===== src/rtl/dadda_product_divider_if.sv =====
// Handshake bundle for dadda_product_divider.
//   master : producer/consumer side (drives operands and out_ready)
//   slave  : divider side (drives in_ready and the result)
// Signals:
//   in_valid/in_ready     operand handshake
//   dividend/divisor      operands
//   out_valid/out_ready   result handshake
//   quotient/remainder    floor(dividend/divisor), dividend mod divisor
//   div_by_zero           divisor was zero for this result
interface dadda_product_divider_if #(
  parameter int unsigned DIVIDEND_W = 16,
  parameter int unsigned DIVISOR_W  = 8
);
  logic                  in_valid;
  logic                  in_ready;
  logic [DIVIDEND_W-1:0] dividend;
  logic [DIVISOR_W-1:0]  divisor;
  logic                  out_valid;
  logic                  out_ready;
  logic [DIVIDEND_W-1:0] quotient;
  logic [DIVISOR_W-1:0]  remainder;
  logic                  div_by_zero;

  modport master (
    output in_valid, dividend, divisor, out_ready,
    input  in_ready, out_valid, quotient, remainder, div_by_zero
  );

  modport slave (
    input  in_valid, dividend, divisor, out_ready,
    output in_ready, out_valid, quotient, remainder, div_by_zero
  );
endinterface


===== src/rtl/dadda_product_divider.sv =====
// Sequential restoring divider, one quotient bit per cycle. Recovers the other
// operand of an 8x8 product and doubles as a general divide unit.
// Ports:
//   clk    rising-edge clock
//   rst_n  asynchronous active-low reset; aborts any operation in flight
//   bus    dadda_product_divider_if.slave (operand and result handshakes)
// A nonzero divisor takes DIVIDEND_W CALC cycles; a zero divisor goes straight
// to DONE with quotient all ones and remainder = low dividend bits.
module dadda_product_divider #(
  parameter int unsigned DIVIDEND_W = 16,
  parameter int unsigned DIVISOR_W  = 8
) (
  input  logic                  clk,
  input  logic                  rst_n,
  dadda_product_divider_if.slave bus
);

  localparam int unsigned CntW = $clog2(DIVIDEND_W + 1);

  typedef enum logic [1:0] {StIdle, StCalc, StDone} state_e;

  state_e                state_q;
  logic [CntW-1:0]       cnt_q;
  logic [DIVISOR_W-1:0]  rem_q;
  // Holds the dividend during CALC; quotient bits shift in from the LSB side.
  logic [DIVIDEND_W-1:0] quo_q;
  logic [DIVISOR_W-1:0]  dsr_q;
  logic                  dbz_q;
  logic                  in_ready_q;
  logic                  out_valid_q;

  // One restoring step: partial remainder widened by one bit for the trial.
  logic [DIVISOR_W:0]    shifted;
  logic                  trial_ok;
  logic [DIVISOR_W-1:0]  rem_next;

  always_comb begin
    shifted  = {rem_q, quo_q[DIVIDEND_W-1]};
    trial_ok = (shifted >= {1'b0, dsr_q});
    // A successful trial always leaves a value below the divisor, so truncating is safe.
    rem_next = trial_ok ? DIVISOR_W'(shifted - {1'b0, dsr_q}) : shifted[DIVISOR_W-1:0];
  end

  always_ff @(posedge clk or negedge rst_n) begin
    if (!rst_n) begin
      state_q     <= StIdle;
      cnt_q       <= '0;
      rem_q       <= '0;
      quo_q       <= '0;
      dsr_q       <= '0;
      dbz_q       <= 1'b0;
      in_ready_q  <= 1'b1;
      out_valid_q <= 1'b0;
    end else begin
      unique case (state_q)
        StIdle: begin
          if (bus.in_valid) begin
            dsr_q      <= bus.divisor;
            in_ready_q <= 1'b0;
            if (bus.divisor == '0) begin
              quo_q       <= '1;
              rem_q       <= bus.dividend[DIVISOR_W-1:0];
              dbz_q       <= 1'b1;
              out_valid_q <= 1'b1;
              state_q     <= StDone;
            end else begin
              quo_q   <= bus.dividend;
              rem_q   <= '0;
              dbz_q   <= 1'b0;
              cnt_q   <= CntW'(DIVIDEND_W);
              state_q <= StCalc;
            end
          end
        end
        StCalc: begin
          quo_q <= {quo_q[DIVIDEND_W-2:0], trial_ok};
          rem_q <= rem_next;
          cnt_q <= cnt_q - CntW'(1);
          if (cnt_q == CntW'(1)) begin
            out_valid_q <= 1'b1;
            state_q     <= StDone;
          end
        end
        StDone: begin
          // in_ready rises only after this edge, so no accept can coincide with it.
          if (bus.out_ready) begin
            out_valid_q <= 1'b0;
            in_ready_q  <= 1'b1;
            state_q     <= StIdle;
          end
        end
        default: begin
          state_q <= StIdle;
        end
      endcase
    end
  end

  assign bus.in_ready    = in_ready_q;
  assign bus.out_valid   = out_valid_q;
  assign bus.quotient    = quo_q;
  assign bus.remainder   = rem_q;
  assign bus.div_by_zero = dbz_q;

endmodule

===== src/flat_wrapper.sv =====
// flat-port wrapper written by rule: the top's interface ports become plain ports
module dadda_product_divider_flat 
#(
  parameter int unsigned DIVIDEND_W = 16,
  parameter int unsigned DIVISOR_W  = 8
)
  (clk, rst_n, bus_in_valid, bus_dividend, bus_divisor, bus_out_ready, bus_in_ready, bus_out_valid, bus_quotient, bus_remainder, bus_div_by_zero);
  dadda_product_divider_if #(.DIVIDEND_W(DIVIDEND_W), .DIVISOR_W(DIVISOR_W)) bus_i ();
  input  logic clk;
  input  logic rst_n;
  input wire logic [$bits(bus_i.in_valid)-1:0] bus_in_valid;
  input wire logic [$bits(bus_i.dividend)-1:0] bus_dividend;
  input wire logic [$bits(bus_i.divisor)-1:0] bus_divisor;
  input wire logic [$bits(bus_i.out_ready)-1:0] bus_out_ready;
  output wire logic [$bits(bus_i.in_ready)-1:0] bus_in_ready;
  output wire logic [$bits(bus_i.out_valid)-1:0] bus_out_valid;
  output wire logic [$bits(bus_i.quotient)-1:0] bus_quotient;
  output wire logic [$bits(bus_i.remainder)-1:0] bus_remainder;
  output wire logic [$bits(bus_i.div_by_zero)-1:0] bus_div_by_zero;
  assign bus_i.in_valid = bus_in_valid;
  assign bus_i.dividend = bus_dividend;
  assign bus_i.divisor = bus_divisor;
  assign bus_i.out_ready = bus_out_ready;
  assign bus_in_ready = bus_i.in_ready;
  assign bus_out_valid = bus_i.out_valid;
  assign bus_quotient = bus_i.quotient;
  assign bus_remainder = bus_i.remainder;
  assign bus_div_by_zero = bus_i.div_by_zero;
  dadda_product_divider #(.DIVIDEND_W(DIVIDEND_W), .DIVISOR_W(DIVISOR_W)) u_core (.clk(clk), .rst_n(rst_n), .bus(bus_i));
endmodule

===== config.mk =====
export PLATFORM = sky130hd
export DESIGN_NAME = dadda_product_divider_flat
export DESIGN_NICKNAME = d
export VERILOG_FILES = /design/src/rtl/dadda_product_divider_if.sv /design/src/rtl/dadda_product_divider.sv /design/src/flat_wrapper.sv
export SDC_FILE = /design/constraint.sdc
export NUM_CORES = 1
export LEC_CHECK = 0
export ABC_CLOCK_PERIOD_IN_PS = 6450
export CAP_MARGIN = 40
export CORE_MARGIN = 5
export CORE_UTILIZATION = 54
export CTS_BUF_LIST = sky130_fd_sc_hd__clkbuf_16
export DETAILED_ROUTE_END_ITERATION = 6
export PLACE_DENSITY = 0.85
export SLEW_MARGIN = 40
export SYNTH_ARGS = -nofsm -noshare
export SYNTH_HDL_FRONTEND = slang
export SYNTH_SLANG_ARGS = --single-unit

===== constraint.sdc =====
create_clock -name clk -period 6.45 [get_ports clk]
set_input_delay 0.9675 -clock clk [delete_from_list [all_inputs] [get_ports clk]]
set_output_delay 0.9675 -clock clk [all_outputs]
set_load 0.02 [all_outputs]

==> impl_metrics.yaml, run 1 <==
die:
  io_pins: 55
  dieWidth_um: 76.61
  die_height_um: 76.61
  core_sq_mm: 0.004324
  start_util_pct: 55.41
  rows: 24
  die_area_sq_mm: 0.005869
synth:
  async_flop_share_pct: 100.0
  synth_seq_cells: 42
  netlist_instances: 262
  syn_area_sq_mm: 0.002396
  yosysWarnings: 0
  netlist_top_cells_area: "dfrtp_1 43%, nand2_1 6.0%, ha_1 5.2%, o21ai_1 4.4%, o22ai_1 4.2%"
  yosysSeqAreaShare_pct: 43.92
  synth_cell_type_count: 51
  synth_nets: 301
  synth_area_leader_cell: "dfrtp_1"
  synthTopCellsByCount: "41 x dfrtp_1, 38 x nand2_1, 21 x o21ai_1, 18 x inv_1, 17 x nor2_1"
  synth_top_area_share_pct: 42.82
  synth_enable_flop_cells: 0
  ys.flop_type: "dfrtp_1"
  synth_most_common_cell: "dfrtp_1"
  syn_avg_cell_area_sq_um: 9.145
critical_path:
  crit_chain: "clkdlybuf4s50_1 -> nor2_1 -> or2_2 -> nor2_2 -> nand2_1 -> o21ai_0 -> a31oi_1"
  crit_type: "in2reg"
  cp_top_family: "simple AND/OR/NAND/NOR gates"
  path_buf_inv: 1
  crit_fanout: 37
  endpoint_kind: "register"
  startpoint_type: "primary input"
  cp.required_ns: 6.61
  cpMaxStageDelayCell: "or2_2"
  crit_path_max_incr_delay_ns: 0.54
  arrival_ns: 2.87
outcome:
  status: "complete, no violations"
clocking:
  cts.sink_count: 42
  clock_path_buffers: 2
  clockRootBuffer: "clkbuf_16"
  htree_levels: 2
  numCtsBuffers: 5
  clk_pin_slew_ns: 0.06
  cts_setup_buffers: 0
  clock_latency_ns: 0.28
  cts_tree: "yes"
  cts-hold-fix-buffers: 0
  cts_resized: 0
global_routing:
  grt_usage_pct: 21.03
  overflow: 0
  grt_antenna_before_repair: 0
  first_global_vias: 2108
  grt_max_degree: 43
  grt_pass1_wl_um: 10230
sta:
  period_minus_slack_ns: 2.709
  setup_violations: 0
  finalCritPeriodShare_pct: 41.99
  relSlewSlack_pct: 51.12
  tns_ns: 0
  finalHoldViolCount: 0
  tightest_slew_ns: 0.7301
  fin_skew_ns: 0.004463
  drv_slew: 0
  rsz0062_at_grt: "no"
  max_freq_mhz: 369.2
pwr:
  total_power_uw: 1920
  p_per_area_mw_per_mm2: 620.9
  leakagePower_uw: 0.001345
  ir_drop_mv: 0.4580
final_layout:
  antennaDiodeCount: 0
  final_layout_size_suffix_gt1_share_pct: 7.348
  fin_nets: 351
  area_growth_pct: 29.03
  fin_area_sq_mm: 0.003092
min_path:
  min_path_type: "reg2reg"
routing:
  drt_iter0_markers: 131
  routed-via-count: 2130
  via_per_inst: 5.836
  totalWireLength_um: 5909
  drc: 0
  wl_per_cell_um: 16.19
  drt_pass1_iterations: 4
  ant_nets: 0
place:
  port_buffers: 54
  placed_area_sq_mm: 0.002954
  finalWeightedCongestion: 0.8821
  hpwl_um: 4278
job:
  max_cap_viol_count: 0
## cells by family after synthesis
family | share of synthesized area [%]
adder cells (fa/ha/maj) | 6.057
multiplexers | 3.029
AO/OA/AOI/OAI | 23.60
AND/OR/NAND/NOR | 16.92
buffers and inverters | 5.378
flip-flops | 43.92
XOR/XNOR | 1.097
## per-stage QoR
stage / std cells / setup WS [ns] / hold WS, ns / utilization (%)
2_1_floorplan: 262 / 4.230 / 0.4497 / -
3_3_place_gp: 357 / 3.252 / 0.4637 / 68.06
3_5_place_dp: 357 / 3.455 / 0.4836 / 68.32
4_1_cts: 365 / 3.743 / 0.4984 / 71.50
5_1_grt: 365 / 3.542 / 0.5465 / 71.50
6_report: 365 / 3.741 / 0.4986 / 71.50
## state kept, by name, indices dropped and copies added (netlist names)
name	cells
u_core.bus.out_valid	1
u_core.bus.div_by_zero	1
u_core.bus.remainder	8
u_core.dsr_q	8
u_core.bus.in_ready	1
u_core.state_q	2
u_core.cnt_q	5
u_core.bus.quotient	16
## layout make-up
type,count,area [sq um]
multi-input combinational,190,1224
clock inverter,3,12.51
clock buffer,5,125.1
tap,52,65.06
inverter,18,67.56
timing repair buffer,55,545.5
sequential,42,1052
fill,340,1232
## power by group
group | total [uW] | switching, uW | internal (uW)
clock network | 238 | 97.8 | 140
logic | 1170 | 661 | 508
registers | 513 | 112 | 401
## placed cells by master (no fill, tap or decap), types with 10 or more instances in the layout
| cell type | n |
|---|---|
| inv_1 | 19 |
| nand2_1 | 38 |
| o22ai_1 | 16 |
| o21ai_1 | 21 |
| a21oi_1 | 13 |
| nor2_1 | 17 |
| clkdlybuf4s50_1 | 53 |
| ha_1 | 10 |
| o21ai_0 | 15 |
| dfrtp_1 | 41 |
## final timing paths
kind	from	to	slack, ns	cells after the start
max	bus_in_valid	u_core.bus.remainder[7]	3.74	7
min	u_core.dsr_q[0]	u_core.dsr_q[0]	0.50	2
max reg2reg	u_core.bus.remainder[2]	u_core.bus.remainder[1]	3.93	7
min reg2reg	u_core.dsr_q[0]	u_core.dsr_q[0]	0.50	2
max in group asynchronous	rst_n	u_core.bus.in_ready	5.41	1
min in group asynchronous	rst_n	u_core.bus.div_by_zero	0.66	1
## layer usage
metal | part of all wire, % | vias up | wire length (um) | global-route usage [%]
met4 | 1.5 | 0 | 91 | 6.294
met3 | 5.7 | 11 | 334 | 5.437
li1 | - | 1034 | - | -
met1 | 42 | 1020 | 2491 | 26.63
met2 | 51 | 65 | 2992 | 35.19
met5 | 0 | - | 0 | 0
## worst reg2reg max path, stage by stage, from the launching register on
cell	delay [ns]
dfrtp_1	0.41
ha_1	0.36
a21o_1	0.19
a21oi_2	0.18
nor2_1	0.10
nor4b_4	0.69
mux2_1	0.39
o21ai_1	0.13
(Power assumes the default switching activity.)
==> inputs of run 2 (changes only) <==
ABC_CLOCK_PERIOD_IN_PS = 2650   (was 6450)
CORE_UTILIZATION = 50   (was 54)
PLACE_DENSITY = 0.8   (was 0.85)
clock period = 2.65 ns   (was 6.45 ns; I/O delays follow)
==> impl_metrics.yaml, run 2 (same netlist as run 1, synthesis figures left out) <==
outcome:
  status: "complete, no violations"
critical_path:
  endpoint_kind: "register"
  crit_fanout: 3
  startpoint_type: "register"
  crit_type: "reg2reg"
  cp.required_ns: 2.83
  arrival_ns: 2.45
pwr:
  intPower_uw: 2608
  p_per_area_mw_per_mm2: 1528
  clock_power_share_pct: 12.6
  seqPwrFrac_pct: 26.1
  leakagePower_uw: 0.001361
  ir_drop_mv: 0.6731
  combPwrFrac_pct: 61.2
  switching_share_pct: 45.50
  power_switching_uw: 2177
clocking:
  clock_latency_ns: 0.29
  htree_levels: 2
  cts_setup_buffers: 0
  cts-hold-fix-buffers: 0
  clock_path_buffers: 2
  clockRootBuffer: "clkbuf_16"
  cts_resized: 0
  cts_tree: "yes"
  clk_pin_slew_ns: 0.06
  cts.sink_count: 42
  numCtsBuffers: 5
sta:
  max_freq_mhz: 441.5
  tightest_slew_ns: 0.5373
  setup_violations: 0
  fin_skew_ns: 0.005484
  relSlewSlack_pct: 64.18
  finalHoldViolCount: 0
  finalCritPeriodShare_pct: 85.48
  tns_ns: 0
  hold_slack_ns: 0.08788
  rsz0062_at_grt: "no"
  finalWorstSetupSlack_ns: 0.3848
  period_minus_slack_ns: 2.265
  drv_slew: 0
global_routing:
  first_global_vias: 2050
  grt_usage_pct: 20.03
  grt_pass1_wl_um: 9867
  grt_max_degree: 43
  overflow: 0
  grt_antenna_before_repair: 0
place:
  finalWeightedCongestion: 0.8523
  place_worst_setup_slack_ns: 0.3215
  port_buffers: 54
  hpwl_um: 4367
final_layout:
  fin_nets: 356
  fillers: 385
  largest_reg_flops: 16
  mostFrequentLayoutCells: "53 x clkdlybuf4s50_1, 41 x dfrtp_1, 38 x nand2_1"
  antennaDiodeCount: 0
  layout_commonest_cell: "clkdlybuf4s50_1"
  multiInputGateArea_sq_mm: 0.001215
  area_growth_pct: 30.70
  seq_area_sq_mm: 0.001052
  final_layout_size_suffix_gt1_share_pct: 9.119
die:
  dieWidth_um: 79.23
  die_area_sq_mm: 0.006277
  rows: 25
  start_util_pct: 51.07
  die_height_um: 79.23
  core_sq_mm: 0.004692
  io_pins: 55
routing:
  routed-via-count: 2071
  ant_nets: 0
  via_per_inst: 5.567
  drt_pass1_iterations: 4
  totalWireLength_um: 6003
  drt_iter0_markers: 116
  drc: 0
  wl_per_cell_um: 16.14
min_path:
  min_path_type: "in2async"
job:
  max_cap_viol_count: 0
run 2: cell type report:
type	count	area share, %
clock inverter	3	0.6792
inverter	18	2.157
clock buffer	5	3.995
multi-input combinational	190	38.79
tap	54	2.157
sequential	42	33.60
timing repair buffer	60	18.62
run 2: per-stage QoR:
step	instance area, sq um	total power, uW	std cells	util (%)
after CTS	3132	4793	372	66.75
final	3132	4784	372	66.75
after global routing	3132	5171	372	66.75
after global placement	2983	4067	364	63.57
after detailed placement	2985	4155	364	63.63
after floorplan	2396	3233	262	-
run 2: critical path: stages (launching register included):
cell and delay, ns:
dfrtp_1 0.35, inv_1 0.08, ha_1 0.24, fa_1 0.41
nor2b_1 0.11, o21ai_0 0.10, a21boi_0 0.38, o2111a_1 0.22
nor4_1 0.05, a311oi_1 0.21
run 2: path summary, 6_finish.rpt:
kind	startpoint	slack (ns)	endpoint	depth (start not counted)
max reg2reg	u_core.bus.quotient[15]	0.38	u_core.bus.remainder[6]	9
min in group clk	u_core.bus.div_by_zero	0.49	u_core.bus.div_by_zero	1
min	rst_n	0.09	u_core.bus.quotient[8]	1
max	u_core.bus.quotient[15]	0.38	u_core.bus.remainder[6]	9
max in group asynchronous	rst_n	2.19	u_core.bus.remainder[6]	1
min reg2reg	u_core.bus.div_by_zero	0.49	u_core.bus.div_by_zero	1
run 2: per-layer routing:
layer | share of wire, % | routed length [um] | global-route usage [%]
met5 | 0 | 0 | 0
met4 | 0.77 | 46 | 4.467
met3 | 5.3 | 319 | 4.649
met2 | 50 | 3012 | 34.76
met1 | 44 | 2625 | 25.34
run 2: power by group through the flow:
stage	logic [uW]	clock network (uW)	registers, uW
CTS	2930	613	1250
global route	3230	642	1300
detailed placement	2900	0	1260
global placement	2820	0	1250
finish	2930	603	1250
floorplan	1820	0	1420
